===== src/rtl/cvxif_result_buffer_if.sv =====
// Result-buffer bundle: snooped issue handshake, PAU result port and core result port.
// Occupancy and overflow status ride along so a single modport carries everything.
interface cvxif_result_buffer_if #(
    parameter int DEPTH  = 4,
    parameter int DATA_W = 32
);
    localparam int CW = $clog2(DEPTH) + 1;

    logic              issue_valid;
    logic              issue_ready;
    logic              issue_resp_accept;
    logic              issue_resp_writeback;
    logic [31:0]       issue_req_instr;
    logic              issue_hold;

    logic              pau_result_valid;
    logic              pau_result_ready;
    logic [DATA_W-1:0] pau_result_data;

    logic              core_result_valid;
    logic              core_result_ready;
    logic [DATA_W-1:0] core_result_data;
    logic [4:0]        core_result_rd;
    logic              core_result_we;

    logic              overflow;
    logic [CW-1:0]     tag_count;
    logic [CW-1:0]     data_count;

    modport slave (
        input  issue_valid, issue_ready, issue_resp_accept, issue_resp_writeback,
        input  issue_req_instr, pau_result_valid, pau_result_data, core_result_ready,
        output issue_hold, pau_result_ready, core_result_valid, core_result_data,
        output core_result_rd, core_result_we, overflow, tag_count, data_count
    );

    modport master (
        output issue_valid, issue_ready, issue_resp_accept, issue_resp_writeback,
        output issue_req_instr, pau_result_valid, pau_result_data, core_result_ready,
        input  issue_hold, pau_result_ready, core_result_valid, core_result_data,
        input  core_result_rd, core_result_we, overflow, tag_count, data_count
    );
endinterface


===== src/rtl/cvxif_result_buffer.sv =====
// Pairs in-order PAU results with snooped issue metadata (rd, writeback) and
// hands them to the core, absorbing core backpressure in two small FIFOs.
module cvxif_result_buffer #(
    parameter int DEPTH  = 4,
    parameter int DATA_W = 32
) (
    input  logic                 clk,
    input  logic                 rst,
    cvxif_result_buffer_if.slave bus
);
    localparam int PW = $clog2(DEPTH);
    localparam int CW = PW + 1;

    typedef struct packed {
        logic       we;
        logic [4:0] rd;
    } tag_t;

    tag_t              r_tag_mem [DEPTH];
    logic [DATA_W-1:0] r_dat_mem [DEPTH];
    logic [PW-1:0]     r_tag_wp, r_tag_rp, r_dat_wp, r_dat_rp;
    logic [CW-1:0]     r_tag_cnt, r_dat_cnt;
    logic              r_pau_rdy;
    logic              r_ovf;

    logic              w_valid, w_pop;
    logic              w_tag_req, w_tag_full, w_tag_push;
    logic              w_dat_push;
    logic [CW-1:0]     w_tag_cnt_nxt, w_dat_cnt_nxt;

    assign w_valid    = (r_tag_cnt != '0) && (r_dat_cnt != '0);
    assign w_pop      = w_valid & bus.core_result_ready;
    assign w_tag_req  = bus.issue_valid & bus.issue_ready & bus.issue_resp_accept;
    assign w_tag_full = (r_tag_cnt == CW'(DEPTH));
    // A pop at full frees the head slot, so the concurrent push still fits.
    assign w_tag_push = w_tag_req & (~w_tag_full | w_pop);
    assign w_dat_push = bus.pau_result_valid & r_pau_rdy;

    always_comb begin
        w_tag_cnt_nxt = r_tag_cnt;
        w_dat_cnt_nxt = r_dat_cnt;
        case ({w_tag_push, w_pop})
            2'b10:   w_tag_cnt_nxt = r_tag_cnt + CW'(1);
            2'b01:   w_tag_cnt_nxt = r_tag_cnt - CW'(1);
            default: w_tag_cnt_nxt = r_tag_cnt;
        endcase
        case ({w_dat_push, w_pop})
            2'b10:   w_dat_cnt_nxt = r_dat_cnt + CW'(1);
            2'b01:   w_dat_cnt_nxt = r_dat_cnt - CW'(1);
            default: w_dat_cnt_nxt = r_dat_cnt;
        endcase
    end

    always_ff @(posedge clk or negedge rst) begin
        if (!rst) begin
            r_tag_wp  <= '0;
            r_tag_rp  <= '0;
            r_dat_wp  <= '0;
            r_dat_rp  <= '0;
            r_tag_cnt <= '0;
            r_dat_cnt <= '0;
            r_pau_rdy <= 1'b0;
            r_ovf     <= 1'b0;
        end else begin
            r_tag_cnt <= w_tag_cnt_nxt;
            r_dat_cnt <= w_dat_cnt_nxt;
            // Registered ready means the PAU never sees a combinational path from the core.
            r_pau_rdy <= (w_dat_cnt_nxt < CW'(DEPTH));
            if (w_tag_req && w_tag_full && !w_pop) r_ovf <= 1'b1;
            if (w_tag_push) r_tag_wp <= r_tag_wp + PW'(1);
            if (w_dat_push) r_dat_wp <= r_dat_wp + PW'(1);
            if (w_pop) begin
                r_tag_rp <= r_tag_rp + PW'(1);
                r_dat_rp <= r_dat_rp + PW'(1);
            end
        end
    end

    always_ff @(posedge clk or negedge rst) begin
        if (!rst) begin
            for (int i = 0; i < DEPTH; i++) begin
                r_tag_mem[i] <= '0;
                r_dat_mem[i] <= '0;
            end
        end else begin
            if (w_tag_push) r_tag_mem[r_tag_wp] <= '{we: bus.issue_resp_writeback, rd: bus.issue_req_instr[11:7]};
            if (w_dat_push) r_dat_mem[r_dat_wp] <= bus.pau_result_data;
        end
    end

    // Head fields are masked to zero whenever there is no complete pair to present.
    assign bus.core_result_valid = w_valid;
    assign bus.core_result_data  = w_valid ? r_dat_mem[r_dat_rp]    : '0;
    assign bus.core_result_rd    = w_valid ? r_tag_mem[r_tag_rp].rd : '0;
    assign bus.core_result_we    = w_valid & r_tag_mem[r_tag_rp].we;

    assign bus.issue_hold       = w_tag_full;
    assign bus.pau_result_ready = r_pau_rdy;
    assign bus.overflow         = r_ovf;
    assign bus.tag_count        = r_tag_cnt;
    assign bus.data_count       = r_dat_cnt;
endmodule


===== src/flat_wrapper.sv =====
// flat-port wrapper written by rule: the top's interface ports become plain ports
module cvxif_result_buffer_flat 
#(
    parameter int DEPTH  = 4,
    parameter int DATA_W = 32
)
  (clk, rst, bus_issue_valid, bus_issue_ready, bus_issue_resp_accept, bus_issue_resp_writeback, bus_issue_req_instr, bus_pau_result_valid, bus_pau_result_data, bus_core_result_ready, bus_issue_hold, bus_pau_result_ready, bus_core_result_valid, bus_core_result_data, bus_core_result_rd, bus_core_result_we, bus_overflow, bus_tag_count, bus_data_count);
  cvxif_result_buffer_if #(.DEPTH(DEPTH), .DATA_W(DATA_W)) bus_i ();
  input  logic clk;
  input  logic rst;
  input wire logic [$bits(bus_i.issue_valid)-1:0] bus_issue_valid;
  input wire logic [$bits(bus_i.issue_ready)-1:0] bus_issue_ready;
  input wire logic [$bits(bus_i.issue_resp_accept)-1:0] bus_issue_resp_accept;
  input wire logic [$bits(bus_i.issue_resp_writeback)-1:0] bus_issue_resp_writeback;
  input wire logic [$bits(bus_i.issue_req_instr)-1:0] bus_issue_req_instr;
  input wire logic [$bits(bus_i.pau_result_valid)-1:0] bus_pau_result_valid;
  input wire logic [$bits(bus_i.pau_result_data)-1:0] bus_pau_result_data;
  input wire logic [$bits(bus_i.core_result_ready)-1:0] bus_core_result_ready;
  output wire logic [$bits(bus_i.issue_hold)-1:0] bus_issue_hold;
  output wire logic [$bits(bus_i.pau_result_ready)-1:0] bus_pau_result_ready;
  output wire logic [$bits(bus_i.core_result_valid)-1:0] bus_core_result_valid;
  output wire logic [$bits(bus_i.core_result_data)-1:0] bus_core_result_data;
  output wire logic [$bits(bus_i.core_result_rd)-1:0] bus_core_result_rd;
  output wire logic [$bits(bus_i.core_result_we)-1:0] bus_core_result_we;
  output wire logic [$bits(bus_i.overflow)-1:0] bus_overflow;
  output wire logic [$bits(bus_i.tag_count)-1:0] bus_tag_count;
  output wire logic [$bits(bus_i.data_count)-1:0] bus_data_count;
  assign bus_i.issue_valid = bus_issue_valid;
  assign bus_i.issue_ready = bus_issue_ready;
  assign bus_i.issue_resp_accept = bus_issue_resp_accept;
  assign bus_i.issue_resp_writeback = bus_issue_resp_writeback;
  assign bus_i.issue_req_instr = bus_issue_req_instr;
  assign bus_i.pau_result_valid = bus_pau_result_valid;
  assign bus_i.pau_result_data = bus_pau_result_data;
  assign bus_i.core_result_ready = bus_core_result_ready;
  assign bus_issue_hold = bus_i.issue_hold;
  assign bus_pau_result_ready = bus_i.pau_result_ready;
  assign bus_core_result_valid = bus_i.core_result_valid;
  assign bus_core_result_data = bus_i.core_result_data;
  assign bus_core_result_rd = bus_i.core_result_rd;
  assign bus_core_result_we = bus_i.core_result_we;
  assign bus_overflow = bus_i.overflow;
  assign bus_tag_count = bus_i.tag_count;
  assign bus_data_count = bus_i.data_count;
  cvxif_result_buffer #(.DEPTH(DEPTH), .DATA_W(DATA_W)) u_core (.clk(clk), .rst(rst), .bus(bus_i));
endmodule

===== config.mk =====
export PLATFORM = sky130hd
export DESIGN_NAME = cvxif_result_buffer_flat
export DESIGN_NICKNAME = d
export VERILOG_FILES = /design/src/rtl/cvxif_result_buffer_if.sv /design/src/rtl/cvxif_result_buffer.sv /design/src/flat_wrapper.sv
export SDC_FILE = /design/constraint.sdc
export NUM_CORES = 1
export LEC_CHECK = 0
export ABC_AREA = 0
export CAP_MARGIN = 30
export CELL_PAD_IN_SITES_DETAIL_PLACEMENT = 2
export CELL_PAD_IN_SITES_GLOBAL_PLACEMENT = 2
export CORE_MARGIN = 4
export CORE_UTILIZATION = 42
export DETAILED_ROUTE_END_ITERATION = 8
export PLACE_DENSITY = 0.84
export REMOVE_ABC_BUFFERS = 1
export SLEW_MARGIN = 20
export SYNTH_ARGS = -nofsm -noshare
export SYNTH_HDL_FRONTEND = slang
export SYNTH_SLANG_ARGS = --single-unit

===== constraint.sdc =====
create_clock -name clk -period 4.6 [get_ports clk]
set_input_delay 0.92 -clock clk [delete_from_list [all_inputs] [get_ports clk]]
set_output_delay 0.92 -clock clk [all_outputs]
set_load 0.05 [all_outputs]

* Yosys cells after proc, flatten, opt, wreduce, memory -nomap -nowiden
Cells that the tools add are included.
** Storage, ports and cells
- Output and inout port bits :: 48
- Bits of input ports :: 72
- Bits in registers :: 168
** Operators by class
- Reductions and logical operators :: 9
- Mux-type cells :: 16
- Order comparisons :: 7
- Eq/ne operators :: 5
- Add/subtract/negate cells :: 8
- Bitwise gates (word level) :: 12
** Operator list (number)
- 128-bit bitwise mux :: 1
- 32-bit two-way mux :: 4
- 32-bit binary-select mux with 2-bit select :: 1
- 32-bit demux with 2-bit select :: 1
- 24-bit bitwise mux :: 1
- 6-bit two-way mux :: 3
- 6-bit binary-select mux with 2-bit select :: 1
- 6-bit demux with 2-bit select :: 1
- 3-bit greater-or-equal comparator (second input constant) :: 4
- 2-bit inverter with 3-bit output :: 4
- 3-bit one-hot mux with 2 select lines :: 2
- 2-bit by 1-bit adder with 2-bit output (second input constant) :: 4
- 3-bit by 1-bit adder with 3-bit output (second input constant) :: 2
- 1-bit bitwise AND :: 6
- 3-bit by 1-bit < comparator with 1-bit output (second input constant) :: 2
- 3-bit nonzero test :: 2
- 3-bit by 1-bit subtractor with 3-bit output (second input constant) :: 2
- 1-bit logical AND :: 5
- 5-bit two-way mux :: 1
- 2-bit by 1-bit == test with 1-bit output (second input constant) :: 2
- 2-bit == test (second input constant) :: 2
- 3-bit == test (second input constant) :: 1
- 3-bit < comparator (second input constant) :: 1
- 2-bit nonzero test :: 1
- 3 further kinds :: 3

* Depth between registers and ports, before layout
- Word-level depth :: 7
- Gate-level depth with buffers :: 8
- Gate-level depth less buffers :: 7

* Worst setup path before layout
Ideal clock, no wire load.
- Kind :: reg-to-output
- Start point :: register u_core.r_dat_cnt[0], in the netlist u_core.bus.data_count[0]
- End point :: output port bus_core_result_data[11]
- Slack :: 1724 ps
- Stages on the path, launching flop included :: 6
- Arrival :: 1956 ps
- Buffers on the path :: 3
- Cell sequence :: dfrtp_1 -> or3_1 -> buf_2 -> clkbuf_1 -> clkbuf_1 -> and3_1
** Between the ends
- Word-level cells in the longest chain between the ends :: 3
** Ends and longest elaborated chain
- from (decl) :: RTL line cvxif_result_buffer.sv:22 : logic [CW-1:0] r_tag_cnt, r_dat_cnt;
- from (signal assigned) :: RTL line cvxif_result_buffer.sv:66 : r_dat_cnt <= w_dat_cnt_nxt;
- 3-bit nonzero test :: RTL line cvxif_result_buffer.sv:31 : assign w_valid = (r_tag_cnt != '0) && (r_dat_cnt != '0);
- 1-bit logical AND :: RTL line cvxif_result_buffer.sv:31
- 32-bit two-way mux :: RTL line cvxif_result_buffer.sv:93 : assign bus.core_result_data = w_valid ? r_dat_mem[r_dat_rp] : '0;
- to (decl) :: RTL line flat_wrapper.sv:22 : output wire logic [$bits(bus_i.core_result_data)-1:0] bus_core_result_data;
Every way passes these cells.

* Final worst setup path
- Start point :: register u_core.r_dat_rp[0]
- End point :: output port bus_core_result_data[16]
** Between the ends
- Word-level cells in the longest chain between the ends :: 5
** Ends and longest elaborated chain
- from (decl) :: RTL line cvxif_result_buffer.sv:21 : logic [PW-1:0] r_tag_wp, r_tag_rp, r_dat_wp, r_dat_rp;
- from (signal assigned) :: RTL line cvxif_result_buffer.sv:74 : r_dat_rp <= r_dat_rp + PW'(1);
- 2-bit inverter with 3-bit output (implied by the code) :: RTL line cvxif_result_buffer.sv:93
- 32-bit binary-select mux with 2-bit select :: RTL line cvxif_result_buffer.sv:93
- 32-bit two-way mux (implied by the code) (2 in a row) :: RTL line cvxif_result_buffer.sv:93
- 32-bit two-way mux :: RTL line cvxif_result_buffer.sv:93
Every way passes these cells. The select of a mux whose other input is x is not followed.

==> results.cfg <==
[die]
io_pins = 120
coreArea_sq_um = 18200
die_height_um = 145
design.die.area_sq_um = 21000
start_util_pct = 43.1
die_width_um = 145
fp-row-count = 49

[synthesis]
yosysMostFrequentCell = dfrtp_1
yosys.area.top_type = dfrtp_1
synth_cell_types = 37
yosys_warnings = 0
syn_inst = 504
ys_ff_latch = 168
synth_area_leaders = dfrtp_1 54%, mux2_2 18%, mux4_2 11%
netlist.area_leader.share_pct = 53.5
async_flop_share_pct = 100
synth.avg_cell_area_sq_um = 15.6
synth_edf_count = 0
yosysSeqAreaShare_pct = 53.5
syn_area_sq_um = 7860
synthFlopType = dfrtp_1
synth_top_cells_by_count = 168 x dfrtp_1, 129 x mux2_2, 39 x and3_1

[final_layout]
final-instance-count-excl-fill = 830
area_growth_pct = 22.8
register_area_sq_um = 4210
n_fill_cell = 1624
antenna_cells = 0
multiInputGateArea_sq_um = 3450
nets = 670
drive_gt1_share_pct = 41.3

[cts]
clockRootBuffer = clkbuf_16
clockBufferDepth = 2
clkSlewWorstSetupHoldPaths_ps = 70
cts_num_sinks = 168
cts_setup_buffers = 0
cts_resized = 0
clk_latency_ps = 440
cts_tree = yes
hold_buffers = 0
h-tree-depth = 4
cts_buffers = 17

[grt]
gr-total-overflow = 0
grt_pass1_vias = 5645
grt_max_degree = 112
grt_pass1_wl_mm = 34.4
antenna_found_initial = 0
grt_util_all_layers_pct = 22.2

[detailed_routing]
ant_nets = 0
wirelength_mm = 22.1
drcViolationCount = 0
via_per_inst = 5.64
vias = 4681
first_iter_violations = 187
wire_per_inst_um = 26.6
first_pass_iters = 4

[timing]
finalCriticalPeriod_ps = 3910
setup_viol = 0
tns_ps = 0
rsz0062_at_grt = false
hold_viol = 0
fmax_mhz = 256
max_slew_margin_pct = 36.2
slew_violations = 0
fin_crit_sh_pct = 84.9
tightest_slew_ps = 957
skew_ps = 8.88
final.setup.worst_slack_ps = 693

[placement]
routabilityCongestion = 0.770
post-place-ws_ps = 1140
dp.cells = 797
dp_hpwl_mm = 12.8
port_buffers = 92

[setup_path]
crit_slowest_cell = dfrtp_2
crit_path_max_fanout = 20
worstPathArrival_ps = 2990
criticalPathCategory = reg2out
max_stage_delay_ps = 750
critPathLaunchType = register
required_ps = 3680
worstPathCellList = buf_12 > mux4_2 > and3_1 > clkdlybuf4s50_1
crit_path_end_kind = output port

[worst_hold_path]
min_path_type = in2async

[status]
status = complete, no violations

[run]
cap_violations = 0
layer usage:
metal | global-route usage (%) | part of all wire, % | vias up
met5 | 0 | 0 | -
met1 | 27.7 | 41 | 2522
met4 | 5.06 | 1.2 | 0
met3 | 4.83 | 3.8 | 27
li1 | - | - | 2017
met2 | 39.6 | 54 | 115
worst paths after layout:
kind                            cells past startpoint               startpoint                  endpoint  slack (ps)
min in group clk                                    1      u_core.bus.overflow       u_core.bus.overflow         500
worst min-delay path                                1                      rst     u_core.r_dat_mem[120]         430
worst max-delay path                                4       u_core.r_dat_rp[0]  bus_core_result_data[16]         690
max in group asynchronous                           3                      rst   u_core.bus.tag_count[2]        3050
worst max register to register                      7  u_core.bus.tag_count[0]   u_core.bus.tag_count[2]        1720
worst min register to register                      1      u_core.bus.overflow       u_core.bus.overflow         500
logic make-up (layout without fill, tap and decap cells):
group,count (synthesis),in the layout,share of synthesized area [%]
AO/OA/AOI/OAI,10,10,1.05
XOR/XNOR,10,10,1.21
adder cells (fa/ha/maj),10,10,1.78
buffers and inverters,45,142,2.87
flip-flops,168,168,53.5
multiplexers,192,192,34.1
AND/OR/NAND/NOR,69,69,5.46
worst max-delay path, delay by kind of cell, from the launching register on:
kind / cells / cell delay [ps]
buffers and inverters: 2 / 1000
AND/OR/NAND/NOR: 1 / 230
multiplexers: 1 / 560
flip-flops: 1 / 750
cells in the final DEF (no fill, tap or decap), types with 3 or more instances in the layout:
| cell type | netlist | layout |
|---|---|---|
| and3_1 | 39 | 39 |
| inv_1 | 7 | 7 |
| dfrtp_1 | 168 | 166 |
| clkdlybuf4s50_1 | 0 | 91 |
| bufinv_16 | 0 | 4 |
| mux2_4 | 24 | 24 |
| nand3_1 | 9 | 5 |
| ha_1 | 8 | 8 |
| mux4_2 | 38 | 38 |
| mux2_2 | 129 | 129 |
| nand3_2 | 0 | 4 |
| buf_4 | 0 | 8 |
| or3_1 | 3 | 3 |
| and2_1 | 4 | 4 |
| nand2_1 | 5 | 5 |
| inv_6 | 0 | 4 |
| xnor2_1 | 7 | 7 |
| clkbuf_16 | 0 | 17 |
area by class of cell:
cell class	instances	share of cell area, %
clock buffer	17	4.41
clock inverter	15	2.26
inverter	8	0.311
multi-input combinational	291	35.7
sequential	168	43.6
tap	229	2.97
timing repair buffer	102	10.7
flip-flops by register name, summed over array words and instances, names as in the netlist, named ones only:
register	cells
u_core.bus.overflow	1
u_core.r_tag_mem	24
u_core.r_tag_wp	2
u_core.bus.tag_count	3
u_core.r_dat_mem	128
u_core.r_tag_rp	2
u_core.r_dat_wp	2
u_core.bus.data_count	2
u_core.bus.pau_result_ready	1
u_core.r_dat_rp	2
metrics by stage:
step           hold WS [ps]  instance area, sq um  util, %
2_1_floorplan           474                  7660        -
3_3_place_gp            442                  8970     49.3
3_5_place_dp            492                  8970     49.3
4_1_cts                 508                  9620     52.8
5_1_grt                 434                  9650     53.0
6_report                425                  9650     53.0
Power is not shown: default switching activity piles up to over one toggle a cycle in this logic, so the estimate is an artifact.
